[config.mk]
export PLATFORM = sky130hd
export DESIGN_NAME = mem_access_ctrl
export DESIGN_NICKNAME = d
export VERILOG_FILES = /design/src/rtl/mem_access_ctrl.sv
export SDC_FILE = /design/constraint.sdc
export NUM_CORES = 1
export LEC_CHECK = 0
export ABC_AREA = 0
export CORE_MARGIN = 2
export CORE_UTILIZATION = 23
export CTS_BUF_LIST = sky130_fd_sc_hd__clkbuf_4
export DETAILED_ROUTE_END_ITERATION = 7
export HOLD_SLACK_MARGIN = 0.15
export PLACE_DENSITY_LB_ADDON = 0.2
export REMOVE_ABC_BUFFERS = 1
export SYNTH_ARGS = -nofsm -noshare
export SYNTH_HDL_FRONTEND = slang
export SYNTH_SLANG_ARGS = --single-unit
[constraint.sdc]
create_clock -name clk -period 2.2 [get_ports clk]
set_input_delay 0.44 -clock clk [delete_from_list [all_inputs] [get_ports clk]]
set_output_delay 0.44 -clock clk [all_outputs]
set_load 0.005 [all_outputs]
[src/rtl/mem_access_ctrl.sv]
// rtl/mem_access_ctrl.sv - MEM-stage controller for a multi-cycle data memory
// Issues one-cycle strobes, waits for done or timeout, and turns HALT into a dump pulse.
module mem_access_ctrl #(
    parameter int TIMEOUT = 15,
    parameter int CNT_W   = 4
) (
    input  logic        clk,
    input  logic        rst,
    input  logic [15:0] AddrIn,
    input  logic [15:0] WrDataIn,
    input  logic        MemEnableIn,
    input  logic        MemWrIn,
    input  logic        HaltIn,
    output logic [15:0] MemAddr,
    output logic [15:0] MemWrData,
    output logic        MemRd,
    output logic        MemWr,
    input  logic        MemBusy,
    input  logic        MemDone,
    input  logic [15:0] MemRdData,
    output logic [15:0] ReadDataOut,
    output logic        Valid,
    output logic        Stall,
    output logic        Dump,
    output logic        Err
);

    typedef enum logic [2:0] {
        S_IDLE,
        S_WAIT,
        S_DONE,
        S_HALTED,
        S_ERR
    } state_t;

    localparam logic [CNT_W-1:0] TIMEOUT_C = CNT_W'(TIMEOUT);

    state_t           r_state;
    logic [CNT_W-1:0] r_cnt;
    logic [15:0]      r_rdata;
    logic             r_is_wr;
    logic             r_served;

    logic             w_take_halt;
    logic             w_misalign;
    logic             w_issue;
    logic [CNT_W-1:0] w_cnt_next;

    // A HALT that also carries a memory access is taken only on the IDLE
    // cycle right after that access completed.
    assign w_take_halt = HaltIn && (!MemEnableIn || r_served);
    assign w_misalign  = MemEnableIn && !w_take_halt && AddrIn[0];
    assign w_issue     = MemEnableIn && !w_take_halt && !AddrIn[0] && !MemBusy;
    assign w_cnt_next  = r_cnt + CNT_W'(1);

    assign MemAddr     = AddrIn;
    assign MemWrData   = WrDataIn;
    assign ReadDataOut = r_rdata;

    always_comb begin
        MemRd = 1'b0;
        MemWr = 1'b0;
        Valid = 1'b0;
        Stall = 1'b0;
        Dump  = 1'b0;
        Err   = 1'b0;
        if (!rst) begin
            case (r_state)
                S_IDLE: begin
                    Stall = MemEnableIn;
                    if (w_take_halt) begin
                        Dump = 1'b1;
                    end else if (w_issue) begin
                        MemRd = !MemWrIn;
                        MemWr = MemWrIn;
                    end else if (!MemEnableIn) begin
                        Valid = 1'b1;
                    end
                end
                S_WAIT:   Stall = 1'b1;
                S_DONE:   Valid = 1'b1;
                S_HALTED: Stall = 1'b1;
                S_ERR: begin
                    Stall = 1'b1;
                    Err   = 1'b1;
                end
                default: ;
            endcase
        end
    end

    always_ff @(posedge clk) begin
        if (rst) begin
            r_state  <= S_IDLE;
            r_cnt    <= '0;
            r_rdata  <= '0;
            r_is_wr  <= 1'b0;
            r_served <= 1'b0;
        end else begin
            case (r_state)
                S_IDLE: begin
                    r_served <= 1'b0;
                    if (w_take_halt) begin
                        r_state <= S_HALTED;
                    end else if (w_misalign) begin
                        r_state <= S_ERR;
                    end else if (w_issue) begin
                        r_state <= S_WAIT;
                        r_cnt   <= '0;
                        r_is_wr <= MemWrIn;
                    end
                end
                S_WAIT: begin
                    // Done wins over a timeout landing on the same edge.
                    if (MemDone) begin
                        if (!r_is_wr) begin
                            r_rdata <= MemRdData;
                        end
                        r_state <= S_DONE;
                    end else begin
                        r_cnt <= w_cnt_next;
                        if (w_cnt_next == TIMEOUT_C) begin
                            r_state <= S_ERR;
                        end
                    end
                end
                S_DONE: begin
                    r_served <= 1'b1;
                    r_state  <= S_IDLE;
                end
                default: ;
            endcase
        end
    end

endmodule

# Word level (Yosys, flattened, before mapping)
# Cells that the tools add are included.
# classes
addsub	1
muxes	32
reduce_logical	20
n_eq_ne	11
bitwise	3
# op_table
op	n
two-way mux 1 bit	18
two-way mux 4 bit	4
two-way mux 3 bit	5
case mux 3 bit (3 select lines)	1
inequality test 2 bit, second input constant	4
case mux 4 bit (2 select lines)	1
equality test 3 x 2 -> 1 bit, second input constant	2
case mux 1 bit (2 select lines)	3
AND reduction 3 bit	2
logical AND 1 bit	5
zero test 1 bit	5
AND reduction 5 bit	1
adder 4 x 1 -> 4 bit, second input constant	1
equality test 4 bit, second input constant	1
inequality test 4 bit, second input constant	1
AND reduction 4 bit	1
nonzero test 2 bit	2
equality test 3 x 1 -> 1 bit, second input constant	1
equality test 3 bit, second input constant	1
zero test 3 bit	1
inequality test 3 bit, second input constant	1
NOT 1 bit	3
nonzero test 3 bit	1
OR reduction 3 bit	1
logical OR 1 bit	1
# word_totals
out_inout_bits	54
wordCells	72
input_bits	55
regBits	25

# Depth between registers and ports, before layout
# logic_depth
ltp_word	11
depth_mapped	8
depth_no_buf	6

# Worst setup path after synthesis
# No wires, ideal clock.
# synth_timing
path_kind	input-to-output
startpoint	input MemEnableIn
endpoint	output MemWr
cell_stages	3
t_arrival_ps	1269
n_path_buf	0
setup_slack_ps	491
required_time_ps	1760
path_cell_list	a21boi_0 > nand4b_1 > nor4b_1
# synth_between
elab_chain_cells	11
# synth_rtl
element	line_no	source
from (decl)	11	input logic MemEnableIn,
zero test 1 bit	--	
logical OR 1 bit	51	assign w_take_halt = HaltIn && (!MemEnableIn || r_served);
logical AND 1 bit	51	
zero test 1 bit	53	assign w_issue = MemEnableIn && !w_take_halt && !AddrIn[0] && !MemBusy;
logical AND 1 bit (3 in series)	53	
two-way mux 1 bit	73	end else if (w_issue) begin
two-way mux 1 bit *	71	if (w_take_halt) begin
two-way mux 1 bit *	68	case (r_state)
two-way mux 1 bit *	67	if (!rst) begin
to (decl)	17	output logic MemWr,
# Mark *: on every way between the ends. The rest lies on a longest branch, timed or not.

# Worst setup path in the final report
# layout_timing
startpoint	input AddrIn[0]
endpoint	output MemWr
# layout_between
elab_chain_cells	7
# layout_rtl
element	line_no	source
from (decl)	9	input logic [15:0] AddrIn,
zero test 1 bit	53	
logical AND 1 bit (2 in series)	53	
two-way mux 1 bit	73	
two-way mux 1 bit	71	
two-way mux 1 bit	68	
two-way mux 1 bit	67	
# No other way between the ends.

==> metrics.md <==
| Metric | Value |
|---|---|
| Worst setup path endpoint | `MemWr` |
| Peak VDD IR | `0.254 mV` |
| HP Class | `reg2reg` |
| Die height | `83.7 um` |
| Sequential share of power | `35.9%` |
| Gr usage total | `10.5%` |
| DR vias/cell | `4.48` |
| Unrepaired setup endpoints after global routing | `false` |
| Reg clk slew, reported paths | `0.13 ns` |
| Vias in the first global route | `1,301` |
| Slowest-stage cell, CP | `clkdlybuf4s50_1` |
| Sw power | `0.000544 W` |
| Drt first pass iters | `4` |
| Num CTS Buffers | `3` |
| Fraction of layout instances using a drive strength above 1 | `18.1%` |
| CP Launch Type | `input port` |
| Nets | `257` |
| Vias post-DR | `1,237` |
| Setup crit end kind | `primary output` |
| Worst r2r src | `r_state[0]` |
| Clk_skew | `0.0163 ns` |
| Largest net degree at the start of global routing | `17` |
| IO Port Bufs | `46` |
| Routability congestion estimate | `0.709` |
| Clock Sink Count | `25` |
| F_max | `0.467 GHz` |
| Avg Synthesized Cell Area | `8.60 um2` |
| Critical path class | `in2out` |
| Global-route wire length before repair | `5940 um` |
| Antenna diode count | `0` |
| Final Cycle Share | `97.3%` |
| Clk root buf | `clkbuf_4` |
| H-tree depth | `1` |
| Initial Utilization | `23.4%` |
| Cells after Synth | `170` |
| Worst reg2reg path depth | `5` |
| Drt wl/cell | `13.0 um` |
| Final setup viols | `0` |
| Setup_tns | `0 ns` |
| DR iter-0 viols | `40` |
| Post-DP HPWL | `2670 um` |
| Logic pwr share | `49.8%` |
| Clock Power Share | `14.3%` |
| Mapped Area | `1460 um2` |
| Core area | `6240 um2` |
| IO Count | `109` |
| Clock Path Buffers | `2` |
| R2R setup slack | `0.49 ns` |
| LEAKAGE | `0.735 nW` |
| Crit-path max FO | `2` |
| Worst flop-to-flop path endpoint | `r_cnt[2]` |
| # rows | `29` |
| Max_cap viols | `0` |
| Die ar. | `7010 um2` |
| Critical Path AT | `1.70 ns` |
| Cell area after layout | `1930 um2` |
| Hold Path Cell Cnt | `2` |
| Most frequent cells in the layout | `clkdlybuf4s50_1, nor2_1, dfxtp_1` |
| Switching share of power | `34.7%` |
| Grt ovf | `0` |
| Synth-to-layout area growth | `32.2%` |
| Clock tree from TritonCTS | `built` |
| Die width | `83.7 um` |
| CP startpoint | `AddrIn[0]` |
| Routed Antenna Nets | `0` |
| Clk_lat worst skew | `0.32 ns` |
| Pint | `0.00102 W` |
| Pwr Density | `811 nW/um2` |
| Critical Path RT | `1.76 ns` |
| Drc violations | `0` |
| Placed instance area | `1870 um2` |
| Antenna violations before repair | `0` |
| Register area share after synthesis | `34.2%` |
| Synth Register Bits | `25` |
| Outcome | `finished clean` |
| Fin. Hold Viols | `0` |
| Commonest non-fill, non-tap cell in the layout | `clkdlybuf4s50_1` |
| Post-CTS Hold Buffers | `0` |
| Post-layout min period | `2.14 ns` |
| CP max stage delay | `0.42 ns` |
| Slew @ Worst Pin | `0.396 ns` |
| Rel. slew slack | `72.9%` |
| Ys Warns | `0` |
| Synth area leaders | `dfxtp_1, buf_4, mux2i_1, nor2_1, a21oi_1` |
| Post-Route WL | `3600 um` |
| Yosys top cell area share | `34.2%` |
| Critical-path cell list | `clkdlybuf4s50_1 -> nor2_1 -> nand4b_1 -> buf_4 -> nor4b_2 -> buf_2` |
| Yosys cell types | `36` |
| Pins Over Slew Limit | `0` |
| Cell accounting for the most synthesized area | `dfxtp_1` |
power groups by stage:
stage | Sequential, W | Combinational, W | Clock [W]
floorplan | 0.000621 | 0.000373 | 0
global placement | 0.000573 | 0.000790 | 0
detailed placement | 0.000572 | 0.000776 | 0
CTS | 0.000563 | 0.000782 | 0.000241
global route | 0.000575 | 0.000864 | 0.000256
finish | 0.000562 | 0.000781 | 0.000224
worst max-delay path: cells and delay by family:
kind	cells	cell delay, ns
buf+inv	3	0.75
simple gates	3	0.50
logic make-up after synthesis:
kind of cell / synth area share [%]
AOI/OAI and AO/OA: 11.9
xor gates and xnor gates: 0.599
adders and majority gates: 1.71
buffers and inverters: 20.9
DFF: 34.2
muxes: 11.6
and+or+nand+nor: 19.0
flip-flops by register name, summed over array words and instances, names as in the netlist:
register     count
r_cnt            4
r_is_wr          1
ReadDataOut     16
r_state          3
r_served         1
worst min-delay path by stage:
stage                        start        endpoint  slack, ns
floorplan                 r_served        r_served       0.46
finish                    r_cnt[3]        r_cnt[3]       0.51
global placement    ReadDataOut[7]  ReadDataOut[7]       0.48
detailed placement  ReadDataOut[6]  ReadDataOut[6]       0.48
global route              r_cnt[2]        r_cnt[2]       0.55
CTS                       r_cnt[3]        r_cnt[3]       0.52
layer usage:
metal | GRT usage (%) | up-vias | share of wire, %
met2 | 15.6 | 64 | 43
met4 | 3.52 | 0 | 1.2
li1 | - | 606 | -
met1 | 11.8 | 563 | 43
met5 | 0 | - | 0
met3 | 7.42 | 4 | 13
per-stage QoR:
stage / hold WS [ns] / utilization [%] / setup slack, ns / power [W] / cells
finish: 0.507 / 31.0 / 0.0591 / 0.00157 / 276
global route: 0.548 / 31.0 / 0.00829 / 0.00169 / 276
CTS: 0.520 / 30.9 / 0.0737 / 0.00159 / 276
detailed placement: 0.483 / 30.0 / -0.458 / 0.00135 / 269
global placement: 0.479 / 30.0 / -0.410 / 0.00136 / 269
floorplan: 0.458 / - / -1.30 / 0.000994 / 129
final cells by class:
cell class	count	area, um2
clock buffers	4	30.0
fillers	698	4310
inverters	3	11.3
multi-input cells	101	688
flip-flops and latches	25	500
well taps	77	96.3
repair buffers	66	606
synthesized netlist by cell type, drive strengths merged:
cell      n
buf      36
nor2     32
dfxtp    25
mux2i    17
a21oi    11
clkbuf    5
nand2     4
o21ai     4
inv       3
nand2b    3
a21boi    2
and3      2
ha        2
nor2b     2
nor3      2
nor4      2
nor4b     2
a2111oi   1
a211o     1
a311oi    1
a31o      1
a31oi     1
and2      1
and4b     1
nand3     1
nand4b    1
o211ai    1
o21a      1
o311ai    1
o31a      1
or3b      1
or4b      1
xnor2     1
what timing repair did:
item	4_1_cts	5_1_grt
setup endpoints to repair	6	1
gates cloned	0	0
gates resized for setup	20	1
pin swaps	3	0
setup buffers	3	0
Power figures use the tool's default switching activity.
